[src/rtl/sd_data_control_pkg.sv]
// Shared definitions for the SD host DATA sequencing controller: state codes and default widths.
package sd_data_control_pkg;

  localparam int BLOCKS_W_DEF  = 8;
  localparam int TIMEOUT_W_DEF = 16;

  typedef enum logic [2:0] {
    IDLE       = 3'd0,
    SETTING    = 3'd1,
    CHECK_FIFO = 3'd2,
    TRANSMIT   = 3'd3,
    ACK        = 3'd4,
    DONE       = 3'd5,
    TOUT       = 3'd6
  } state_e;

  // States whose dwell time is watched by the timeout counter.
  function automatic logic is_supervised(input state_e s);
    return (s == CHECK_FIFO) || (s == TRANSMIT);
  endfunction

endpackage

[src/rtl/sd_data_control_if.sv]
// Request, FIFO and physical-layer handshake bundle between the DMA/PHY side and sd_data_control.
interface sd_data_control_if
  import sd_data_control_pkg::*;
#(
  parameter int BLOCKS_W  = BLOCKS_W_DEF,
  parameter int TIMEOUT_W = TIMEOUT_W_DEF
);
  logic                 NewData;
  logic                 WriteRead;
  logic [BLOCKS_W-1:0]  Blocks;
  logic                 MultipleData;
  logic                 Timeout_enable;
  logic [TIMEOUT_W-1:0] Timeout_reg;
  logic                 FIFO_ok;
  logic                 Serial_ready;
  logic                 Complete;
  logic                 Ack_in;
  logic                 Send;
  logic                 Ack_out;
  logic                 Idle;
  logic                 Direction;
  logic                 Data_transfer_complete;
  logic                 Timeout;
  logic [BLOCKS_W-1:0]  Block_count;

  modport master (
    output NewData, WriteRead, Blocks, MultipleData, Timeout_enable, Timeout_reg,
           FIFO_ok, Serial_ready, Complete, Ack_in,
    input  Send, Ack_out, Idle, Direction, Data_transfer_complete, Timeout, Block_count
  );

  modport slave (
    input  NewData, WriteRead, Blocks, MultipleData, Timeout_enable, Timeout_reg,
           FIFO_ok, Serial_ready, Complete, Ack_in,
    output Send, Ack_out, Idle, Direction, Data_transfer_complete, Timeout, Block_count
  );
endinterface

[src/rtl/sd_data_control_timeout.sv]
// Dwell-time counter: cleared on state entry, counts while enabled, flags the limit-th cycle.
module sd_timeout_counter #(
  parameter int TIMEOUT_W = 16
) (
  input  logic                 Clock,
  input  logic                 Reset,
  input  logic                 clear_i,
  input  logic                 enable_i,
  input  logic [TIMEOUT_W-1:0] limit_i,
  output logic                 expired_o
);
  localparam logic [TIMEOUT_W-1:0] ONE = TIMEOUT_W'(1);

  logic [TIMEOUT_W-1:0] cnt_q;

  always_ff @(posedge Clock or posedge Reset) begin
    if (Reset) begin
      cnt_q <= '0;
    end else if (clear_i) begin
      cnt_q <= '0;
    end else if (enable_i) begin
      cnt_q <= cnt_q + ONE;
    end
  end

  // A zero limit disables supervision rather than expiring immediately.
  assign expired_o = enable_i && (limit_i != '0) && (cnt_q == (limit_i - ONE));

endmodule

[src/rtl/sd_data_control.sv]
// Block sequencing FSM of the SD host DATA path: start latch, FIFO/PHY gating, Send/Ack handshakes, block count.
module sd_data_control
  import sd_data_control_pkg::*;
#(
  parameter int BLOCKS_W  = BLOCKS_W_DEF,
  parameter int TIMEOUT_W = TIMEOUT_W_DEF
) (
  input  logic             Clock,
  input  logic             Reset,
  sd_data_control_if.slave bus
);
  localparam logic [BLOCKS_W-1:0] ONE_B = BLOCKS_W'(1);

  state_e               state_q, state_d;
  logic                 dir_q, dir_d;
  logic                 ten_q, ten_d;
  logic [TIMEOUT_W-1:0] treg_q, treg_d;
  logic [BLOCKS_W-1:0]  target_q, target_d;
  logic [BLOCKS_W-1:0]  count_q, count_d;

  logic                 tmr_clear;
  logic                 tmr_enable;
  logic [TIMEOUT_W-1:0] tmr_limit;
  logic                 tmr_expired;

  always_ff @(posedge Clock or posedge Reset) begin
    if (Reset) begin
      state_q  <= IDLE;
      dir_q    <= 1'b0;
      ten_q    <= 1'b0;
      treg_q   <= '0;
      target_q <= '0;
      count_q  <= '0;
    end else begin
      state_q  <= state_d;
      dir_q    <= dir_d;
      ten_q    <= ten_d;
      treg_q   <= treg_d;
      target_q <= target_d;
      count_q  <= count_d;
    end
  end

  always_comb begin
    state_d  = state_q;
    dir_d    = dir_q;
    ten_d    = ten_q;
    treg_d   = treg_q;
    target_d = target_q;
    count_d  = count_q;
    unique case (state_q)
      IDLE: begin
        if (bus.NewData && (bus.Blocks != '0)) begin
          state_d  = SETTING;
          dir_d    = bus.WriteRead;
          ten_d    = bus.Timeout_enable;
          treg_d   = bus.Timeout_reg;
          target_d = bus.MultipleData ? bus.Blocks : ONE_B;
        end
      end
      SETTING: begin
        count_d = '0;
        state_d = CHECK_FIFO;
      end
      // Exit conditions are tested before expiry so a late-but-in-time response still wins.
      CHECK_FIFO: begin
        if (bus.FIFO_ok && bus.Serial_ready) state_d = TRANSMIT;
        else if (tmr_expired)                state_d = TOUT;
      end
      TRANSMIT: begin
        if (bus.Complete) begin
          count_d = count_q + ONE_B;
          state_d = ACK;
        end else if (tmr_expired) begin
          state_d = TOUT;
        end
      end
      ACK: begin
        if (bus.Ack_in) state_d = (count_q == target_q) ? DONE : CHECK_FIFO;
      end
      DONE:    state_d = IDLE;
      TOUT:    state_d = IDLE;
      default: state_d = IDLE;
    endcase
  end

  // Counter restarts on every entry into a supervised state, including CHECK_FIFO -> TRANSMIT.
  assign tmr_clear  = is_supervised(state_d) && (state_d != state_q);
  assign tmr_enable = is_supervised(state_q);
  assign tmr_limit  = ten_q ? treg_q : '0;

  sd_timeout_counter #(
    .TIMEOUT_W (TIMEOUT_W)
  ) u_timeout (
    .Clock     (Clock),
    .Reset     (Reset),
    .clear_i   (tmr_clear),
    .enable_i  (tmr_enable),
    .limit_i   (tmr_limit),
    .expired_o (tmr_expired)
  );

  assign bus.Send                   = (state_q == TRANSMIT);
  assign bus.Ack_out                = (state_q == ACK);
  assign bus.Idle                   = (state_q == IDLE);
  assign bus.Data_transfer_complete = (state_q == DONE);
  assign bus.Timeout                = (state_q == TOUT);
  assign bus.Direction              = dir_q;
  assign bus.Block_count            = count_q;

endmodule

[src/flat_wrapper.sv]
// flat-port wrapper written by rule: the top's interface ports become plain ports
module sd_data_control_flat import sd_data_control_pkg::*;
#(
  parameter int BLOCKS_W  = BLOCKS_W_DEF,
  parameter int TIMEOUT_W = TIMEOUT_W_DEF
)
  (Clock, Reset, bus_NewData, bus_WriteRead, bus_Blocks, bus_MultipleData, bus_Timeout_enable, bus_Timeout_reg, bus_FIFO_ok, bus_Serial_ready, bus_Complete, bus_Ack_in, bus_Send, bus_Ack_out, bus_Idle, bus_Direction, bus_Data_transfer_complete, bus_Timeout, bus_Block_count);
  sd_data_control_if #(.BLOCKS_W(BLOCKS_W), .TIMEOUT_W(TIMEOUT_W)) bus_i ();
  input  logic Clock;
  input  logic Reset;
  input wire logic [$bits(bus_i.NewData)-1:0] bus_NewData;
  input wire logic [$bits(bus_i.WriteRead)-1:0] bus_WriteRead;
  input wire logic [$bits(bus_i.Blocks)-1:0] bus_Blocks;
  input wire logic [$bits(bus_i.MultipleData)-1:0] bus_MultipleData;
  input wire logic [$bits(bus_i.Timeout_enable)-1:0] bus_Timeout_enable;
  input wire logic [$bits(bus_i.Timeout_reg)-1:0] bus_Timeout_reg;
  input wire logic [$bits(bus_i.FIFO_ok)-1:0] bus_FIFO_ok;
  input wire logic [$bits(bus_i.Serial_ready)-1:0] bus_Serial_ready;
  input wire logic [$bits(bus_i.Complete)-1:0] bus_Complete;
  input wire logic [$bits(bus_i.Ack_in)-1:0] bus_Ack_in;
  output wire logic [$bits(bus_i.Send)-1:0] bus_Send;
  output wire logic [$bits(bus_i.Ack_out)-1:0] bus_Ack_out;
  output wire logic [$bits(bus_i.Idle)-1:0] bus_Idle;
  output wire logic [$bits(bus_i.Direction)-1:0] bus_Direction;
  output wire logic [$bits(bus_i.Data_transfer_complete)-1:0] bus_Data_transfer_complete;
  output wire logic [$bits(bus_i.Timeout)-1:0] bus_Timeout;
  output wire logic [$bits(bus_i.Block_count)-1:0] bus_Block_count;
  assign bus_i.NewData = bus_NewData;
  assign bus_i.WriteRead = bus_WriteRead;
  assign bus_i.Blocks = bus_Blocks;
  assign bus_i.MultipleData = bus_MultipleData;
  assign bus_i.Timeout_enable = bus_Timeout_enable;
  assign bus_i.Timeout_reg = bus_Timeout_reg;
  assign bus_i.FIFO_ok = bus_FIFO_ok;
  assign bus_i.Serial_ready = bus_Serial_ready;
  assign bus_i.Complete = bus_Complete;
  assign bus_i.Ack_in = bus_Ack_in;
  assign bus_Send = bus_i.Send;
  assign bus_Ack_out = bus_i.Ack_out;
  assign bus_Idle = bus_i.Idle;
  assign bus_Direction = bus_i.Direction;
  assign bus_Data_transfer_complete = bus_i.Data_transfer_complete;
  assign bus_Timeout = bus_i.Timeout;
  assign bus_Block_count = bus_i.Block_count;
  sd_data_control #(.BLOCKS_W(BLOCKS_W), .TIMEOUT_W(TIMEOUT_W)) u_core (.Clock(Clock), .Reset(Reset), .bus(bus_i));
endmodule
[config.mk]
export PLATFORM = sky130hd
export DESIGN_NAME = sd_data_control_flat
export DESIGN_NICKNAME = d
export VERILOG_FILES = /design/src/rtl/sd_data_control_pkg.sv /design/src/rtl/sd_data_control_if.sv /design/src/rtl/sd_data_control_timeout.sv /design/src/rtl/sd_data_control.sv /design/src/flat_wrapper.sv
export SDC_FILE = /design/constraint.sdc
export NUM_CORES = 1
export LEC_CHECK = 0
export CAP_MARGIN = 20
export CORE_ASPECT_RATIO = 1.25
export CORE_MARGIN = 4
export CORE_UTILIZATION = 64
export CTS_CLUSTER_SIZE = 28
export DETAILED_ROUTE_END_ITERATION = 7
export DONT_BUFFER_PORTS = 1
export PLACE_DENSITY = 0.82
export SYNTH_ARGS = -nofsm -noshare
export SYNTH_HDL_FRONTEND = slang
export SYNTH_SLANG_ARGS = --single-unit
[constraint.sdc]
create_clock -name Clock -period 3.3 [get_ports Clock]
set_input_delay 0.495 -clock Clock [delete_from_list [all_inputs] [get_ports Clock]]
set_output_delay 0.495 -clock Clock [all_outputs]
set_load 0.02 [all_outputs]
==> metrics.md, run 1 <==
| Metric | Value |
|---|---|
| DRC errors left | 0 |
| Post-synth EDFFs | 0 |
| Cell type with the largest total area after synthesis | sky130_fd_sc_hd__dfrtp_1 |
| Count of placed standard cells in the final layout, fillers left out | 440 |
| Required @ worst endpoint | 3.51 ns |
| Path category of the worst min-delay check | in -> async |
| Antenna Nets Post-Route | 0 |
| Horizontal die dimension | 71.39 um |
| Pwr per Cell Area | 859.2 nW/um^2 |
| Average instance area after synthesis | 8.306 um^2 |
| Pin count of the biggest net entering global routing | 54 |
| Leading register cell type out of synthesis | sky130_fd_sc_hd__dfrtp_1 |
| Highest net fanout along the worst path | 11 |
| Timing-limited maximum frequency | 348.3 MHz |
| Count leader, synth | sky130_fd_sc_hd__nand2_1 |
| Max-slew violation count | 0 |
| Vias in the first global route | 2654 |
| Max_cap viols | 0 |
| Leading cell types by count after synthesis | sky130_fd_sc_hd__nand2_1, sky130_fd_sc_hd__dfrtp_1, sky130_fd_sc_hd__nor2_1, sky130_fd_sc_hd__xnor2_1, sky130_fd_sc_hd__xor2_1 |
| DP Worst Slack | 0.4647 ns |
| Worst-path clk slew | 0.10 ns |
| Full die area | 6227 um^2 |
| Result of the run | finished clean |
| Maximum number of buffers from clock root to sink | 2 |
| Cell at the root of the clock tree | sky130_fd_sc_hd__clkbuf_8 |
| Unrepaired setup endpoints after global routing | false |
| Synth async-reset ratio | 100.0% |
| H-tree lvl count | 2 |
| Buffers added on ports | 0 |
| Arrival @ worst endpoint | 3.08 ns |
| Count of vias placed by the detailed router | 2725 |
| Critical Path Sink Type | flop |
| TritonCTS buffer count | 5 |
| Initial drt markers | 147 |
| Syn. warnings | 0 |
| Nets | 416 |
| Hold Violations, Final | 0 |
| Starting density of the core | 66.97% |
| Overflow after GRT | 0 |
| Total instance count after detailed placement | 430 |
| CTS tree | done |
| Accumulated negative setup slack | 0 ns |
| Top-level I/O count | 48 |
| Count of cell types in the netlist | 45 |
| Global-route wire length before repair | 12.56 mm |
| Setup Crit Path Kind | reg -> reg |
| Clock tree skew after final layout | 0.008058 ns |
| # clock sinks | 53 |
| Count of fill cells added during filler insertion | 401 |
| CTS-repair resized insts | 0 |
| Net Count, Synth | 424 |
| Final WL | 7.460 mm |
| Average detailed-routed wire length per instance | 16.95 um |
| Row count | 28 |
| Floorplan die height | 87.24 um |
| Number of storage elements in the synthesis netlist | 53 |
| Relative slew slack | 36.73% |
| Fraction of layout instances using a drive strength above 1 | 5.789% |
| Peak supply drop | 0.5277 mV |
| Gp weighted congestion | 0.9385 |
| Number of buffers inserted by hold repair at cts | 0 |
| Setup Fix Bufs, Post-CTS | 0 |
| Area Overhead vs Synth | 5.683% |
| Total routing usage reported by global routing | 25.52% |
| DR vias/cell | 6.193 |
| Final worst slack | 0.4293 ns |
| Largest cells by area after synthesis | sky130_fd_sc_hd__dfrtp_1, sky130_fd_sc_hd__nand2_1, sky130_fd_sc_hd__xnor2_1 |
| Startpoint class of the critical path | flop |
| Area of the mapped netlist | 3214 um^2 |
| Post-synthesis cell count | 387 |
| Seq/Total Area, Yosys | 41.26% |
| Detailed-placement wirelength estimate | 5.412 mm |
| Core region area | 4800 um^2 |
| Number of antenna violations at the first check in global routing | 0 |
| Clock latency on the worst-skew pair | 0.31 ns |
| Area share of the largest cell type after synthesis | 41.26% |
| Final Setup Violations | 0 |
| Share of the cycle needed by the critical path after routing | 86.99% |
| Ant diodes | 0 |
| DR pass1 iterations | 4 |
| Static leakage power | 1.491 nW |
| Minimum clock period | 2.871 ns |
| Worst-margin pin slew | 0.9418 ns |
## logic make-up after synthesis
family / synth area share [%]
AO/OA/AOI/OAI: 8.758
XOR/XNOR: 11.44
adder cells (fa/ha/maj): 1.168
buffers and inverters: 4.009
flip-flops: 41.26
multiplexers: 2.180
AND/OR/NAND/NOR: 31.18
## registers in the layout (all words and copies together) (netlist names)
signal,count
u_core.treg_q,16
u_core.u_timeout.cnt_q,16
u_core.bus.Block_count,8
u_core.target_q,8
u_core.state_q,3
u_core.bus.Direction,1
u_core.ten_q,1
## report_power, final
| group | leakage [nW] | internal (mW) | switching (mW) | total, mW |
|---|---|---|---|---|
| sequential | 0.693 | 0.844 | 0.351 | 1.19 |
| combinational | 0.730 | 0.504 | 0.701 | 1.20 |
| clock | 0.0681 | 0.301 | 0.219 | 0.520 |
## layer usage
metal  up-vias  global-route usage [%]  share of wire [%]
met5         -                       0                  0
met3        18                   4.850                5.6
met2        96                   45.23                 52
li1       1312                       -                  -
met4         0                   9.060                2.7
met1      1299                   30.72                 39
## cell usage in the layout, fill, tap and decap left out, types with 3 or more instances in the layout
master,Yosys,routed
sky130_fd_sc_hd__nand3_1,17,17
sky130_fd_sc_hd__clkbuf_8,0,5
sky130_fd_sc_hd__o31ai_1,4,4
sky130_fd_sc_hd__o21ai_0,12,12
sky130_fd_sc_hd__and4_1,4,4
sky130_fd_sc_hd__xnor2_1,21,21
sky130_fd_sc_hd__nor3b_1,3,3
sky130_fd_sc_hd__inv_1,10,9
sky130_fd_sc_hd__nor3_1,6,6
sky130_fd_sc_hd__mux2i_1,7,7
sky130_fd_sc_hd__dfrtp_1,53,53
sky130_fd_sc_hd__xor2_1,21,21
sky130_fd_sc_hd__nor2_1,34,34
sky130_fd_sc_hd__or3_1,7,7
sky130_fd_sc_hd__ha_1,3,3
sky130_fd_sc_hd__a21oi_1,10,10
sky130_fd_sc_hd__nor4_1,11,11
sky130_fd_sc_hd__and3_1,6,6
sky130_fd_sc_hd__buf_4,0,6
sky130_fd_sc_hd__nor2b_1,3,3
sky130_fd_sc_hd__a31oi_1,5,5
sky130_fd_sc_hd__nand2b_1,4,4
sky130_fd_sc_hd__nand2_1,87,87
sky130_fd_sc_hd__nand4_1,11,11
## worst max-delay path, stage by stage (launching register included)
cell and delay, ns:
sky130_fd_sc_hd__dfrtp_1 0.50, sky130_fd_sc_hd__nand2_1 0.15, sky130_fd_sc_hd__ha_1 0.17, sky130_fd_sc_hd__or3b_1 0.44, sky130_fd_sc_hd__nor4_1 0.33, sky130_fd_sc_hd__and3b_1 0.21, sky130_fd_sc_hd__o21ai_0 0.10, sky130_fd_sc_hd__a2111oi_2 0.40
sky130_fd_sc_hd__nand4_1 0.21, sky130_fd_sc_hd__a31o_1 0.26
## metrics by stage
step           hold WS [ns]  power (mW)  util [%]  area [um^2]
6_report            0.02110       2.919     70.78         3397
5_1_grt             0.03081       3.135     70.78         3397
2_1_floorplan        0.4596       2.088         -         3214
4_1_cts              0.2666       2.905     70.20         3369
3_3_place_gp         0.4965       2.340     67.41         3236
3_5_place_dp         0.4986       2.383     67.41         3236
## worst paths after layout
kind,slack (ns),to,depth (start not counted),start
worst max-delay path,0.43,u_core.state_q[0]$_DFF_PP0_,9,u_core.ten_q$_DFFE_PP0P_
worst min-delay path,0.02,u_core.bus.Block_count[4]$_DFFE_PP0P_,1,Reset
worst max register to register,0.43,u_core.state_q[0]$_DFF_PP0_,9,u_core.ten_q$_DFFE_PP0P_
worst min register to register,0.52,u_core.target_q[3]$_DFFE_PP0P_,2,u_core.target_q[3]$_DFFE_PP0P_
max in group asynchronous,2.77,u_core.u_timeout.cnt_q[15]$_DFFE_PP0P_,2,Reset
min in group Clock,0.27,u_core.target_q[0]$_DFFE_PP0P_,1,bus_MultipleData
## cell type report
cell class	instances	area, um^2	area share [%]
clock inverter	3	65.06	1.915
tap	60	75.07	2.210
sequential	53	1326	39.04
clock buffer	5	68.82	2.026
timing repair buffer	7	65.06	1.915
multi-input combinational	302	1759	51.79
inverter	10	37.54	1.105
Power figures use the tool's default switching activity.
==> inputs of run 2 (changes only) <==
==> constraint.sdc (replaced) <==
create_clock -name Clock -period 2.9 [get_ports Clock]
set_input_delay 0.435 -clock Clock [delete_from_list [all_inputs] [get_ports Clock]]
set_output_delay 0.435 -clock Clock [all_outputs]
set_load 0.01 [all_outputs]
==> run 2 against run 1 <==
Effect of this change:
- maximum frequency is 6.8% higher
- sequential share of layout area up 0.095 points
- design area shrank 0.15%
- die area did not move
- routed wire length decreased by 4.0%
- clock-buffer cell count unchanged
- global-route usage decreased by 0.12 points
- sequential cell count did not move
- utilization down 0.10 points
- combinational power up 17%
==> metrics.md, run 2 (synthesis results as in run 1) <==
| Metric | Value |
|---|---|
| DP Worst Slack | 0.1947 ns |
| Nets | 419 |
| Area Overhead vs Synth | 5.527% |
| Peak supply drop | 0.7494 mV |
| Final Setup Violations | 0 |
| Worst-margin pin slew | 0.7420 ns |
| # clock sinks | 53 |
| Minimum clock period | 2.687 ns |
| Worst-case hold slack | 0.09019 ns |
| Met2 WL | 3.623 mm |
| Ant diodes | 0 |
| DR vias/cell | 6.106 |
| Worst-path clk slew | 0.10 ns |
| Arrival @ worst endpoint | 2.89 ns |
| Maximum number of buffers from clock root to sink | 2 |
| Pin count of the biggest net entering global routing | 54 |
| Share of the cycle needed by the critical path after routing | 92.65% |
| Final worst slack | 0.2131 ns |
| Max-slew violation count | 0 |
| Clock latency on the worst-skew pair | 0.30 ns |
| Cell at the root of the clock tree | sky130_fd_sc_hd__clkbuf_8 |
| Detailed-placement wirelength estimate | 5.368 mm |
| Setup Crit Path Kind | reg -> reg |
| Clock tree skew after final layout | 0.003823 ns |
| TritonCTS buffer count | 5 |
| Vias in the first global route | 2712 |
| Biggest registers after layout | u_core.treg_q (16), u_core.u_timeout.cnt_q (16) |
| Top-level I/O count | 48 |
| Result of the run | finished clean |
| Hold Violations, Final | 0 |
| DRC errors left | 0 |
| Most frequent cells in the layout | sky130_fd_sc_hd__nand2_1, sky130_fd_sc_hd__dfrtp_1, sky130_fd_sc_hd__nor2_1 |
| Static leakage power | 1.487 nW |
| Unrepaired setup endpoints after global routing | false |
| Overflow after GRT | 0 |
| DR pass1 iterations | 4 |
| Timing-limited maximum frequency | 372.2 MHz |
| Total instance count after detailed placement | 434 |
| Path category of the worst min-delay check | in -> async |
| Starting density of the core | 66.97% |
| Accumulated negative setup slack | 0 ns |
| Floorplan die height | 87.24 um |
| Fraction of layout instances using a drive strength above 1 | 7.311% |
| Initial drt markers | 185 |
| Row count | 28 |
| Number of antenna violations at the first check in global routing | 0 |
| Required @ worst endpoint | 3.10 ns |
| Max_cap viols | 0 |
| Final WL | 7.160 mm |
| Count of vias placed by the detailed router | 2705 |
| Relative slew slack | 50.43% |
| Most frequent standard cell in the layout excluding fill and tap cells | sky130_fd_sc_hd__nand2_1 |
| Total routing usage reported by global routing | 25.40% |
| H-tree lvl count | 2 |
| Antenna Nets Post-Route | 0 |
| CTS tree | done |
| Highest metal layer with signal wires | met4 |
| Global-route wire length before repair | 12.56 mm |
| Average detailed-routed wire length per instance | 16.16 um |
| Core region area | 4800 um^2 |
| Count of placed standard cells in the final layout, fillers left out | 443 |
| Pwr per Cell Area | 927.3 nW/um^2 |
| Startpoint class of the critical path | flop |
| Metal-1 WL | 2.940 mm |
| Horizontal die dimension | 71.39 um |
| Met3 wirelength from detailed routing | 360 um |
| Gp weighted congestion | 0.8816 |
| Highest net fanout along the worst path | 6 |
| Buffers added on ports | 0 |
| Critical Path Sink Type | flop |
| Full die area | 6227 um^2 |
-- run 2: cell types whose count changed in the layout (fill, tap and decap cells not counted), sizes merged --
| cell | change |
|---|---|
| inv | +1 |
| bufinv | -2 |
| buf | +3 |
| clkinvlp | +1 |
-- run 2: critical path, cell delays in order, from the launching register on --
cell and delay (ns):
sky130_fd_sc_hd__dfrtp_1 0.42, sky130_fd_sc_hd__nand2_1 0.11, sky130_fd_sc_hd__ha_1 0.17, sky130_fd_sc_hd__or3b_4 0.42
sky130_fd_sc_hd__nor4_1 0.35, sky130_fd_sc_hd__and3b_1 0.21, sky130_fd_sc_hd__o21ai_0 0.09, sky130_fd_sc_hd__a2111oi_2 0.37
sky130_fd_sc_hd__nand4_1 0.20, sky130_fd_sc_hd__a31o_1 0.26
-- run 2: cell type report --
class,instances,area (um^2)
well taps,60,75.07
clock inverters,3,21.27
multi-input cells,302,1767
repair buffers,10,95.09
inverters,10,37.54
flip-flops and latches,53,1328
clock buffers,5,68.82
fillers,398,1408
-- run 2: final timing paths --
check,from,end,slack (ns),depth (start not counted)
max,u_core.ten_q$_DFFE_PP0P_,u_core.state_q[0]$_DFF_PP0_,0.21,9
min,Reset,u_core.bus.Block_count[7]$_DFFE_PP0P_,0.09,1
max reg2reg,u_core.ten_q$_DFFE_PP0P_,u_core.state_q[0]$_DFF_PP0_,0.21,9
min reg2reg,u_core.target_q[6]$_DFFE_PP0P_,u_core.target_q[6]$_DFFE_PP0P_,0.51,2
max in group asynchronous,Reset,u_core.u_timeout.cnt_q[3]$_DFFE_PP0P_,2.27,2
min in group Clock,bus_MultipleData,u_core.target_q[0]$_DFFE_PP0P_,0.22,1
-- run 2: report_power, final --
part	leakage, nW	internal (mW)	switching [mW]
combinational	0.750	0.610	0.790
sequential	0.692	0.962	0.358
clock	0.0445	0.172	0.254
-- run 2: repair_timing --
action                     4_1_cts  5_1_grt
hold buffers                     0        0
resized for setup                0        3
buffers inserted                 0        0
setup endpoints to repair        0        1
-- run 2: metal layers --
layer  vias up  track usage (%)
met5         -                0
met4         0            10.77
met3        20            5.081
met2        80            43.65
met1      1284            30.90
li1       1321                -
-- run 2: per-stage QoR --
| stage | utilization, % | power, mW | instance area (um^2) |
|---|---|---|---|
| final | 70.67 | 3.145 | 3392 |
| after floorplan | - | 2.345 | 3214 |
| after CTS | 69.92 | 3.132 | 3356 |
| after global placement | 67.88 | 2.658 | 3258 |
| after detailed placement | 68.04 | 2.709 | 3266 |
| after global routing | 70.67 | 3.426 | 3392 |
